$ cat src/rtl/stream_frame_reader.sv
// Streams one frame of words out of a synchronous-read buffer as valid/ready beats.
// A 2-entry output FIFO absorbs the 1-cycle read latency so a held tready gives one beat per clock.
module stream_frame_reader #(
  parameter int ADDR_WIDTH  = 4,
  parameter int DATA_WIDTH  = 8,
  parameter int LEN_WIDTH   = 4,
  parameter int ADDR_STRIDE = 2
) (
  input  logic                  clk_in,
  input  logic                  rst_n_in,
  input  logic                  start_in,
  input  logic [ADDR_WIDTH-1:0] base_addr_in,
  input  logic [LEN_WIDTH-1:0]  frame_len_in,
  output logic                  rd_en_out,
  output logic [ADDR_WIDTH-1:0] rd_addr_out,
  input  logic [DATA_WIDTH-1:0] rd_data_in,
  output logic [DATA_WIDTH-1:0] tdata_out,
  output logic                  tvalid_out,
  output logic                  tlast_out,
  input  logic                  tready_in,
  output logic                  busy_out,
  output logic                  done_out
);

  typedef enum logic [1:0] {IDLE, RUN, DRAIN} state_t;

  state_t                         state_q, state_d;
  logic [ADDR_WIDTH-1:0]          addr_q, addr_d;
  logic [LEN_WIDTH-1:0]           reads_rem_q, reads_rem_d;
  logic                           inflight_q, inflight_d;
  logic                           inflight_last_q, inflight_last_d;
  logic [1:0][DATA_WIDTH-1:0]     fifo_data_q, fifo_data_d;
  logic [1:0]                     fifo_last_q, fifo_last_d;
  logic                           wr_ptr_q, wr_ptr_d;
  logic                           rd_ptr_q, rd_ptr_d;
  logic [1:0]                     fifo_count_q, fifo_count_d;
  logic                           done_q, done_d;

  logic       push;
  logic       pop;
  logic       start_ok;
  logic [2:0] occupancy;

  assign tvalid_out  = (fifo_count_q != 2'd0);
  assign tdata_out   = fifo_data_q[rd_ptr_q];
  assign tlast_out   = fifo_last_q[rd_ptr_q];
  assign rd_addr_out = addr_q;
  assign done_out    = done_q;

  assign push      = inflight_q;
  assign pop       = tvalid_out & tready_in;
  assign start_ok  = start_in && (frame_len_in != '0);
  // Words already owed to the FIFO after this cycle's pop; a read is issued only if it still fits.
  assign occupancy = 3'(fifo_count_q) + 3'(inflight_q) - 3'(pop);

  // State register.
  always_ff @(posedge clk_in) begin
    // NOTE: synchronous reset lives inside the clocked block, and all state uses <= so every
    // flop samples pre-edge values regardless of statement order.
    if (!rst_n_in) state_q <= IDLE;
    else           state_q <= state_d;
  end

  // Next-state logic.
  always_comb begin
    // NOTE: every combinational output gets a default first so no path can infer a latch.
    state_d = state_q;
    unique case (state_q)
      IDLE:    if (start_ok) state_d = RUN;
      RUN:     if (rd_en_out && reads_rem_q == LEN_WIDTH'(1)) state_d = DRAIN;
      DRAIN:   if (done_d) state_d = IDLE;
      default: state_d = IDLE;
    endcase
  end

  // FSM outputs.
  always_comb begin
    rd_en_out = 1'b0;
    done_d    = 1'b0;
    busy_out  = (state_q != IDLE);
    if (state_q == RUN && reads_rem_q != '0 && occupancy < 3'd2) rd_en_out = 1'b1;
    if (state_q == DRAIN && pop && tlast_out) done_d = 1'b1;
  end

  // Address generation, read tracking and FIFO bookkeeping.
  always_comb begin
    addr_d          = addr_q;
    reads_rem_d     = reads_rem_q;
    fifo_data_d     = fifo_data_q;
    fifo_last_d     = fifo_last_q;
    wr_ptr_d        = wr_ptr_q;
    rd_ptr_d        = rd_ptr_q;
    inflight_d      = rd_en_out;
    inflight_last_d = rd_en_out && (reads_rem_q == LEN_WIDTH'(1));
    fifo_count_d    = fifo_count_q + 2'(push) - 2'(pop);

    if (state_q == IDLE && start_ok) begin
      addr_d      = base_addr_in;
      reads_rem_d = frame_len_in;
    end
    if (rd_en_out) begin
      addr_d      = addr_q + ADDR_WIDTH'(ADDR_STRIDE);
      reads_rem_d = reads_rem_q - LEN_WIDTH'(1);
    end
    if (push) begin
      fifo_data_d[wr_ptr_q] = rd_data_in;
      fifo_last_d[wr_ptr_q] = inflight_last_q;
      wr_ptr_d              = ~wr_ptr_q;
    end
    if (pop) rd_ptr_d = ~rd_ptr_q;
  end

  always_ff @(posedge clk_in) begin
    if (!rst_n_in) begin
      addr_q          <= '0;
      reads_rem_q     <= '0;
      inflight_q      <= 1'b0;
      inflight_last_q <= 1'b0;
      // NOTE: the two FIFO entries are reset (unlike a RAM) because the head drives tdata_out,
      // which must read 0 straight out of reset.
      fifo_data_q     <= '0;
      fifo_last_q     <= '0;
      wr_ptr_q        <= 1'b0;
      rd_ptr_q        <= 1'b0;
      fifo_count_q    <= 2'd0;
      done_q          <= 1'b0;
    end else begin
      addr_q          <= addr_d;
      reads_rem_q     <= reads_rem_d;
      inflight_q      <= inflight_d;
      inflight_last_q <= inflight_last_d;
      fifo_data_q     <= fifo_data_d;
      fifo_last_q     <= fifo_last_d;
      wr_ptr_q        <= wr_ptr_d;
      rd_ptr_q        <= rd_ptr_d;
      fifo_count_q    <= fifo_count_d;
      done_q          <= done_d;
    end
  end

  fifo_no_overflow: assert property (@(posedge clk_in) disable iff (!rst_n_in)
    !(push && !pop && fifo_count_q == 2'd2));

endmodule

$ cat config.mk
export PLATFORM = sky130hd
export DESIGN_NAME = stream_frame_reader
export DESIGN_NICKNAME = d
export VERILOG_FILES = /design/src/rtl/stream_frame_reader.sv
export SDC_FILE = /design/constraint.sdc
export NUM_CORES = 1
export LEC_CHECK = 0
export CORE_AREA = 8 8 65 67
export CTS_CLUSTER_DIAMETER = 100
export CTS_CLUSTER_SIZE = 8
export DETAILED_ROUTE_END_ITERATION = 8
export DIE_AREA = 0 0 73 75
export HOLD_SLACK_MARGIN = 0.12
export PLACE_DENSITY = 0.9
export SLEW_MARGIN = 5
export SYNTH_ARGS = -nofsm -noshare
export SYNTH_HDL_FRONTEND = slang
export SYNTH_SLANG_ARGS = --single-unit
$ cat constraint.sdc
create_clock -name clk_in -period 6.6 [get_ports clk_in]
set_input_delay 1.32 -clock clk_in [delete_from_list [all_inputs] [get_ports clk_in]]
set_output_delay 1.32 -clock clk_in [all_outputs]
set_load 0.1 [all_outputs]
After elaboration in Yosys (flattened, before gate mapping)
Cells that the tools add are included.
{"block": "word_totals", "ff_bits": 35, "latchBits": 0, "mem_bits_rw": 0, "rom_bits": 0, "input_bits": 20, "output_inout_bits": 17, "elab_cells": 66, "n_memories": 0}
{"block": "classes", "add_sub_neg": 6, "mul": 0, "div_mod_pow": 0, "order_cmp": 4, "eq_ne": 6, "n_shift": 0, "n_mux": 20, "bitwise": 3, "n_reduce_logical": 15}
{"op": "2-to-1 mux 8 bit", "count": 3}
{"op": "bitwise mux 16 bit", "count": 1}
{"op": "2-to-1 mux 4 bit", "count": 4}
{"op": "demux 8 bit (select 1 bit)", "count": 1}
{"op": "logical AND 1 bit", "count": 8}
{"op": "nonzero test 4 bit", "count": 2}
{"op": "2-to-1 mux 2 bit", "count": 3}
{"op": "inequality test 2 bit, second input constant", "count": 3}
{"op": "case mux 2 bit (3 select lines)", "count": 1}
{"op": "nonzero test 2 bit", "count": 3}
{"op": "2-to-1 mux 1 bit", "count": 5}
{"op": "adder 4 x 2 -> 4 bit, second input constant", "count": 1}
{"op": "== test 4 x 1 -> 1 bit, second input constant", "count": 1}
{"op": "less-than comparator 1 x 2 -> 1 bit, second input constant", "count": 2}
{"op": "subtractor 4 x 1 -> 4 bit, second input constant", "count": 1}
{"op": "adder 2 x 1 -> 3 bit", "count": 1}
{"op": "less-than comparator 3 x 2 -> 1 bit, second input constant", "count": 1}
{"op": "AND reduction 3 bit", "count": 1}
{"op": "subtractor 3 x 1 -> 3 bit", "count": 1}
{"op": "adder 2 x 1 -> 2 bit", "count": 1}
{"op": "bitwise mux 2 bit", "count": 1}
{"op": "== test 2 x 1 -> 1 bit, second input constant", "count": 1}
{"op": "== test 2 bit, second input constant", "count": 1}
{"op": "logical NOT 2 bit", "count": 1}
{"op": "other kinds (5)", "count": 6}

Longest topological paths before layout
Gate-level depths: netlist of run 1.
{"block": "depth", "ltp_word": 9, "ltp_mapped": 11, "depth_no_buf": 11}

Least setup slack after synthesis of run 1
OpenSTA, ideal clock, no wires.
{"block": "synth_path", "path_kind": "input to output", "startpoint": "in tready_in", "endpoint": "out rd_en_out", "t_arrival_ns": 3.412, "required_time_ns": 5.280, "slack_ns": 1.868, "stages": 8, "n_path_buf": 0, "path_cell_list": "and2_0 ha_1 inv_1 ha_1 fa_1 nor3b_2 nand3_1 inv_1"}
{"block": "synth_via", "elab_chain_len": 5}
{"element": "start: declaration", "line_no": "20", "rtl": "input logic tready_in,"}
{"element": "AND 1 bit", "line_no": "51", "rtl": "assign pop = tvalid_out & tready_in;"}
{"element": "subtractor 3 x 1 -> 3 bit", "line_no": "54", "rtl": "assign occupancy = 3'(fifo_count_q) + 3'(inflight_q) - 3'(pop);"}
{"element": "less-than comparator 3 x 2 -> 1 bit", "line_no": "81", "rtl": "if (state_q == RUN && reads_rem_q != '0 && occupancy < 3'd2) rd_en_out = 1'b1;"}
{"element": "logical AND 1 bit", "line_no": "81"}
{"element": "2-to-1 mux 1 bit", "line_no": "81"}
{"element": "end: declaration", "line_no": "14", "rtl": "output logic rd_en_out,"}
Every way passes these cells.

Worst setup path in the final report of run 1
{"block": "layout_path", "startpoint": "in tready_in", "endpoint": "out rd_en_out"}
{"block": "layout_via", "elab_chain_len": 5}
{"element": "AND 1 bit", "line_no": "51"}
{"element": "net pop", "line_no": "40", "rtl": "logic pop;"}
{"element": "subtractor 3 x 1 -> 3 bit", "line_no": "54"}
{"element": "less-than comparator 3 x 2 -> 1 bit", "line_no": "81"}
{"element": "logical AND 1 bit", "line_no": "81"}
{"element": "2-to-1 mux 1 bit", "line_no": "81"}
The timed path passes the listed nets, and every way through them passes these cells.

==> metrics.sh, run 1 <==
POSTCTSSETUPBUFFERS=0
SYNTHDISTINCTLIBCELLS=41
ROUTED_VIA_DENSITY=5.195
LENGTH_OF_THE_FIRST_DETAILED_ROUTING_PASS_IN_ITERATIONS=4
FMAXACHIEVABLE_MHz=195.2
CRIT_PATH_START_KIND='input pin'
CLOCK_INSERTION_DELAY_WORST_SKEW_PS=330
TIMING.FINAL.CRIT_PERIOD_PS=5122
CAP_VIOL_MAX_COUNT=0
CRITICAL_PATH_CLASS='in -> out'
FINAL.SETUP.TNS_PS=0
GR-TOTAL-OVERFLOW=0
SETUP-VIOLATIONS-FINAL=0
GRT_FIRST_PASS_WIRELENGTH_MM=5.844
GLOBAL_ROUTE.USAGE.TOTAL_PCT=13.67
CTS-ROOT-BUF='clkbuf_4'
LAYOUTNONFILLERINSTCOUNT=262
GRT_PASS1_VIAS=1324
FRACTION_OF_THE_CYCLE_THE_FINAL_WORST_PATH_NEEDS_PCT=77.61
RUN_STATUS='finished clean'
AVGSYNTHCELLAREA_UM2=8.595
ANT_NETS=0
DIE_HT_UM=75
SYNTH_SEQ_CELLS=35
CRIT_PATH_CELL_TRACE='clkdlybuf4s50_1 > and2_0 > ha_1 > inv_1 > ha_1 > fa_1 > nor3b_2 > nand3_1 > buf_4 > inv_1 > buf_4'
CLK_TRANSITION_REPORTED_PATHS_PS=100
CPMAXSTAGEDELAYCELL='fa_1'
ROWS=21
SYN_NETS=210
LARGEST_FAMILY_OF_LOGIC_CELLS_BY_SYNTHESIZED_AREA='simple AND/OR/NAND/NOR gates'
NNETSFINAL=242
POSTSYNTHCELLCOUNT=184
ROUTED-VIA-COUNT=1361
CTS_HOLD_BUFFERS=0
CRITPATHTOPFAMILY='buffers and inverters'
BUFFERS_INVERTERS_ON_CRITICAL_PATH=5
POST_CTS.RESIZED_INSTANCES=0
MAX_SLEW.WORST_PIN.SLEW_PS=980.8
POSTROUTEWIRELENGTH_MM=3.404
ANTENNADIODECOUNT=0
SYNTH-ADDER-AREA-SHARE_PCT=5.222
POWER_LEAKAGE_nW=0.7430
CORE_AREA_MM2=0.003232
SYNTH_LARGEST_AREA_CELL='dfxtp_1'
UNREPAIRED_SETUP_ENDPOINTS_AFTER_GLOBAL_ROUTING='false'
GRT_MAX_DEGREE=31
WORST_EP_ARRIVAL_TIME_PS=3800
FINAL.SETUP_SKEW_PS=6.581
CLOCK_SINK_COUNT=35
SYNTH_COMPOUND_AREA_SHARE_PCT=13.69
SLEW_VIOLATIONS=0
DIE_AREA_MM2=0.005475
DRC_ERRORS=0
CRITICAL-PATH-MAX-STAGE-DELAY_PS=450
MAX-VDD-IR-DROP_uV=271.0
PWR_DENSITY_CELL_mW_PER_MM2=396.5
SYNTH-SEQ-AREA-SHARE_PCT=44.30
GP_CONGESTION=0.8113
DPL.HPWL_MM=2.474
WL_PER_CELL_UM=12.99
DRIVE_GT1_SHARE_PCT=9.259
FINAL.FILL_COUNT=288
SYNTH.TOP_CELLS.BY_AREA='dfxtp_1 (44%), nand2_1 (7.4%), a21oi_1 (7.3%), mux2_2 (6.4%), nand3_1 (4.4%)'
AREA_GROWTH_SYN_TO_LAYOUT_PCT=27.53
HOLD_VIOLATIONS=0
SYNTH_XOR_XNOR_AREA_SHARE_PCT=1.661
CTS_TREE='built'
SLEW_HEADROOM_PCT=34.41
CTS-ROOT-TO-SINK-BUFFERS=2
WORST_HOLD_PATH_TYPE='reg -> reg'
WORSTPATHMAXFANOUT=14
POST_SYNTH_INSTANCE_AREA_MM2=0.001582
MUXSHAREOFSYNTHAREA_PCT=6.408
HTREE_LEVELS=2
STARTING_DENSITY_OF_THE_CORE_PCT=48.94
DR.FIRST_ITER.DRC_COUNT=105
NETLIST.AREA_LEADER.SHARE_PCT=44.30
ANTENNA_FOUND_INITIAL=0
NUMPORTBUFFERS=36
NUM_IO_PINS=37
TIMING.CRITICAL_PATH.TO_TYPE='primary output'
PLACED_CELLS=255
DIE_W_UM=73
SYNTH.YOSYS.WARNINGS=0
TRITONCTS.NUM_BUFFERS=5
SIMPLE_LOGIC_CELL_FRACTION_OF_THE_SYNTHESIZED_AREA_PCT=22.63
CP_DATA_REQUIRED_TIME_PS=5280
cell type report:
class                           instances  area (um^2)  share of cell area (%)
Inverter                               10        37.54                   1.861
Clock inverter                          1        30.03                   1.489
Clock buffer                            6        41.29                   2.047
Timing Repair Buffer                   37        365.4                   18.11
Tap cell                               46        57.56                   2.854
Sequential cell                        35        700.7                   34.74
Multi-Input combinational cell        127        784.5                   38.90
worst register-to-register path: stages (launching register included):
cell and delay, ps:
dfxtp_1 350, or2_2 310, and2_0 220, ha_1 300, inv_1 40, ha_1 180
fa_1 470, nor3b_2 200, nand3_1 90, buf_4 180, or3_1 310, a311oi_1 250
state kept, by name (all words and copies together) (netlist names):
name	count
inflight_last_q	1
inflight_q	1
rd_ptr_q	1
fifo_count_q	2
done_out	1
wr_ptr_q	1
fifo_data_q	16
rd_addr_out	4
fifo_last_q	2
state_q	2
reads_rem_q	4
where the power goes:
part	internal (W)	switching (W)	total (W)
Combinational	0.000121	0.000249	0.000370
Clock	0.0000781	0.0000684	0.000146
Sequential	0.000244	0.0000403	0.000284
path summary, 6_finish.rpt:
path | start | endpoint | slack, ps | cells past startpoint
setup / recovery | tready_in | rd_en_out | 1480 | 11
hold / removal | fifo_data_q[6] | fifo_data_q[6] | 450 | 2
setup reg to reg | fifo_count_q[1] | rd_addr_out[3] | 3600 | 11
hold reg to reg | fifo_data_q[6] | fifo_data_q[6] | 450 | 2
metal layers:
layer	track usage [%]	share of wire [%]	up-vias
met2	21.65	46	36
li1	-	-	694
met3	6.258	7.3	7
met1	15.51	45	624
met5	0	0	-
met4	6.000	1.9	0
metrics by stage:
step / util, % / power (W) / hold slack [ps] / setup WS [ps] / cell area (um^2)
finish: 62.41 / 0.0007998 / 455.0 / 1478 / 2017
global route: 62.41 / 0.0008489 / 477.4 / 1302 / 2017
CTS: 62.41 / 0.0008081 / 458.3 / 1482 / 2017
detailed placement: 60.20 / 0.0006600 / 443.9 / 1485 / 1946
global placement: 60.20 / 0.0006516 / 440.0 / 1534 / 1946
floorplan: - / 0.0005771 / 432.1 / 1868 / 1582
cells in the mapped netlist:
cell type	n
o22ai_1	1
a211oi_1	1
ha_1	5
nand2_1	31
nand3b_1	1
and3_4	1
xor2_1	2
a21boi_0	1
o21a_1	1
nor2b_1	2
nor4_1	1
or2_2	1
and4_1	1
nor3_1	2
nor2_1	8
o311ai_0	1
dfxtp_1	35
a22oi_1	2
inv_1	10
mux2_2	9
xnor2_1	1
and2_1	2
a311oi_1	1
nand2b_1	2
and2_0	1
or3b_1	1
fa_1	1
o21ai_0	1
nor3b_2	1
nand4_1	2
buf_6	1
a2bb2oi_1	2
or4_1	1
a21oi_1	23
clkbuf_1	7
buf_2	2
buf_4	1
buf_1	1
or3_1	1
o221ai_1	2
nand3_1	14
cell families (layout without fill, tap and decap cells):
family          Yosys count  after routing
mux                       9              9
buf+inv                  22             54
xor+xnor                  3              3
fa+ha+maj                 6              6
compound gates           36             36
simple gates             73             73
flops                    35             35
placed cells by master (no fill, tap or decap), types with 2 or more instances in the layout:
master,instances
dfxtp_1,35
clkdlybuf4s50_1,35
nand2_1,31
a21oi_1,23
nand3_1,14
inv_1,10
mux2_2,9
nor2_1,8
ha_1,5
clkbuf_4,5
xor2_1,2
nor2b_1,2
nand2b_1,2
nor3_1,2
o221ai_1,2
a2bb2oi_1,2
a22oi_1,2
nand4_1,2
and2_1,2
buf_4,2
No activity file was read; power rests on OpenSTA's default activity.
==> run 2: changes to the inputs <==
- CORE_AREA: 8 8 65 67 -> 8 8 69 71
- DIE_AREA: 0 0 73 75 -> 0 0 77 79
- PLACE_DENSITY: 0.9 -> 0.84
- clock period: 6.6 -> 4.2 ns (I/O delays scaled with it)
==> run 2 against run 1 <==
Clock power increased by 100%; register-to-register slack got worse by 2400 ps; largest power group unchanged; worst setup slack got worse by 1200 ps; critical path depth decreased by 1; routed wire length increased by 0.56%; die area increased by 11%; power increased by 67%; count of clock-buffer cells in the layout decreased by 1; core utilization decreased by 7.8 points; sequential power increased by 58%; cell area increased by 2.9%; largest cell class unchanged; clock skew about the same.
==> metrics.sh, run 2 (synthesis gave the netlist of run 1 again) <==
DETAILEDPLACE.WORSTSLACK_PS=246.8  # -1238 ps
SETUP-VIOLATIONS-FINAL=0  # unchanged
TIMING.CRITICAL_PATH.TO_TYPE='primary output'
FMAXACHIEVABLE_MHz=254.0
FRACTION_OF_THE_CYCLE_THE_FINAL_WORST_PATH_NEEDS_PCT=93.72
CLK_TRANSITION_REPORTED_PATHS_PS=70  # -30 ps
GRT_FIRST_PASS_WIRELENGTH_MM=5.823  # -0.36%
DIE_W_UM=77  # +5.5%
CAP_VIOL_MAX_COUNT=0  # unchanged
CPMAXSTAGEDELAYCELL='clkdlybuf4s50_1'
UNREPAIRED_SETUP_ENDPOINTS_AFTER_GLOBAL_ROUTING='false'
CLOCK_INSERTION_DELAY_WORST_SKEW_PS=290  # -40 ps
WORST_HOLD_PATH_TYPE='reg -> reg'
WORST_EP_ARRIVAL_TIME_PS=3100  # -700 ps
LARGEST_REGISTER_FFS=16  # unchanged
POSTROUTEWIRELENGTH_MM=3.423  # +0.56%
DR.FIRST_ITER.DRC_COUNT=95  # -9.5%
GRT_PASS1_VIAS=1321  # -0.23%
CP_DATA_REQUIRED_TIME_PS=3360  # -1920 ps
POSTCTSSETUPBUFFERS=0  # unchanged
ROUTED_VIA_DENSITY=5.034  # -3.1%
HOLD_VIOLATIONS=0  # unchanged
PWR_DENSITY_CELL_mW_PER_MM2=643.9  # +62%
ANTENNADIODECOUNT=0  # unchanged
FINAL.SETUP.TNS_PS=0  # unchanged
CTS_TREE='built'
LARGEST_REGISTER='fifo_data_q'
GP_CONGESTION=0.8654  # +6.7%
FINAL.SETUP_SKEW_PS=6.758  # +0.1764 ps
SLEW_HEADROOM_PCT=33.81  # -0.60 points
DRC_ERRORS=0  # unchanged
CORE_AREA_MM2=0.003799  # +18%
GR-TOTAL-OVERFLOW=0  # unchanged
LAYOUTNONFILLERINSTCOUNT=267  # +1.9%
GRT_MAX_DEGREE=31  # unchanged
CRITICAL_PATH_CLASS='in -> out'
BUFFERS_INVERTERS_ON_CRITICAL_PATH=4  # -1
CRITPATHTOPFAMILY='buffers and inverters'
CRITICAL-PATH-MAX-STAGE-DELAY_PS=450  # about the same
DIE_AREA_MM2=0.006083  # +11%
MOST_FREQUENT_CELLS_IN_THE_LAYOUT='dfxtp_1 (35), clkdlybuf4s50_1 (35), nand2_1 (31)'
NUMPORTBUFFERS=36  # unchanged
ROWS=23  # +9.5%
LENGTH_OF_THE_FIRST_DETAILED_ROUTING_PASS_IN_ITERATIONS=4  # unchanged
MAX-VDD-IR-DROP_uV=435.9  # +61%
TIMING.FINAL.CRIT_PERIOD_PS=3936
POST_CTS.RESIZED_INSTANCES=0  # unchanged
CRIT_PATH_CELL_TRACE='clkdlybuf4s50_1 > and2_0 > ha_1 > inv_1 > ha_1 > fa_1 > nor3b_2 > nand3_1 > inv_1 > buf_12'
AREA_GROWTH_SYN_TO_LAYOUT_PCT=31.25
RUN_STATUS='finished clean'
DPL.HPWL_MM=2.483  # +0.35%
TOTALPOWERFINAL_W=0.001337  # +67%
WORSTPATHMAXFANOUT=4  # -10
CTS-ROOT-BUF='clkbuf_8'
CTS-ROOT-TO-SINK-BUFFERS=2  # unchanged
POWER_LEAKAGE_nW=0.7659  # +3.1%
PLACED_CELLS=259  # +1.6%
FINALWORSTSETUPSLACK_PS=263.7  # -1214 ps
TRITONCTS.NUM_BUFFERS=5  # unchanged
CTS_HOLD_BUFFERS=0  # unchanged
HTREE_LEVELS=2  # unchanged
DRIVE_GT1_SHARE_PCT=10.14  # +0.88 points
ANTENNA_FOUND_INITIAL=0  # unchanged
NUM_IO_PINS=37  # unchanged
STARTING_DENSITY_OF_THE_CORE_PCT=41.63  # -7.3 points
GLOBAL_ROUTE.USAGE.TOTAL_PCT=11.66  # -2.0 points
DIE_HT_UM=79  # +5.3%
SLEW_VIOLATIONS=0  # unchanged
NNETSFINAL=242  # unchanged
CLOCK_SINK_COUNT=35  # unchanged
WL_PER_CELL_UM=12.82  # -1.3%
FINAL.FILL_COUNT=362  # +26%
ROUTED-VIA-COUNT=1344  # -1.2%
ANT_NETS=0  # unchanged
R2R_SETUP_SLACK_PS=1220  # -2380 ps
CRIT_PATH_START_KIND='input pin'
MAX_SLEW.WORST_PIN.SLEW_PS=989.8  # +9.002 ps
-- run 2: changes by cell type in the layout (fill, tap and decap cells not counted), sizes merged --
cell    previous run  this run
clkbuf             6         5
clkinv             0         2
-- run 2: final timing paths --
kind                   startpoint         endpoint  cells after the start
setup / recovery        tready_in        rd_en_out                     10
hold / removal    fifo_data_q[13]  fifo_data_q[13]                      2
setup reg to reg  fifo_count_q[1]   rd_addr_out[3]                     11
hold reg to reg   fifo_data_q[13]  fifo_data_q[13]                      2
-- run 2: layer usage --
| metal | GRT usage (%) | part of all wire, % | vias up |
|---|---|---|---|
| met2 | 19.29 | 48 | 33 |
| met3 | 3.950 | 5.0 | 7 |
| met5 | 0 | 0 | - |
| li1 | - | - | 696 |
| met1 | 13.15 | 45 | 608 |
| met4 | 6.038 | 1.7 | 0 |
-- run 2: layout make-up --
| type | count | area [um^2] | share of cell area [%] |
|---|---|---|---|
| multi-input combinational | 127 | 784.5 | 37.79 |
| inverter | 10 | 37.54 | 1.808 |
| tap | 50 | 62.56 | 3.014 |
| sequential | 35 | 700.7 | 33.76 |
| clock inverter | 3 | 43.79 | 2.110 |
| clock buffer | 5 | 68.82 | 3.315 |
| timing repair buffer | 37 | 377.9 | 18.20 |
-- run 2: through the flow --
step | hold slack, ps | utilization [%] | cell area [um^2]
floorplan | 432.1 | - | 1582
global placement | 438.9 | 51.68 | 1963
detailed placement | 446.3 | 51.68 | 1963
CTS | 456.5 | 54.64 | 2076
global route | 469.3 | 54.64 | 2076
finish | 452.0 | 54.64 | 2076
-- run 2: worst reg2reg max path, stage by stage, from the launching register on --
cell and delay (ps):
dfxtp_1 330, or2_2 300, and2_0 210, ha_1 290, inv_1 40, ha_1 180
fa_1 470, nor3b_2 210, nand3_1 120, buf_4 190, or3_1 310, a311oi_1 250
-- run 2: power by group --
part	internal [W]	switching (W)
logic	0.000200	0.000389
clock network	0.000177	0.000121
registers	0.000383	0.0000664
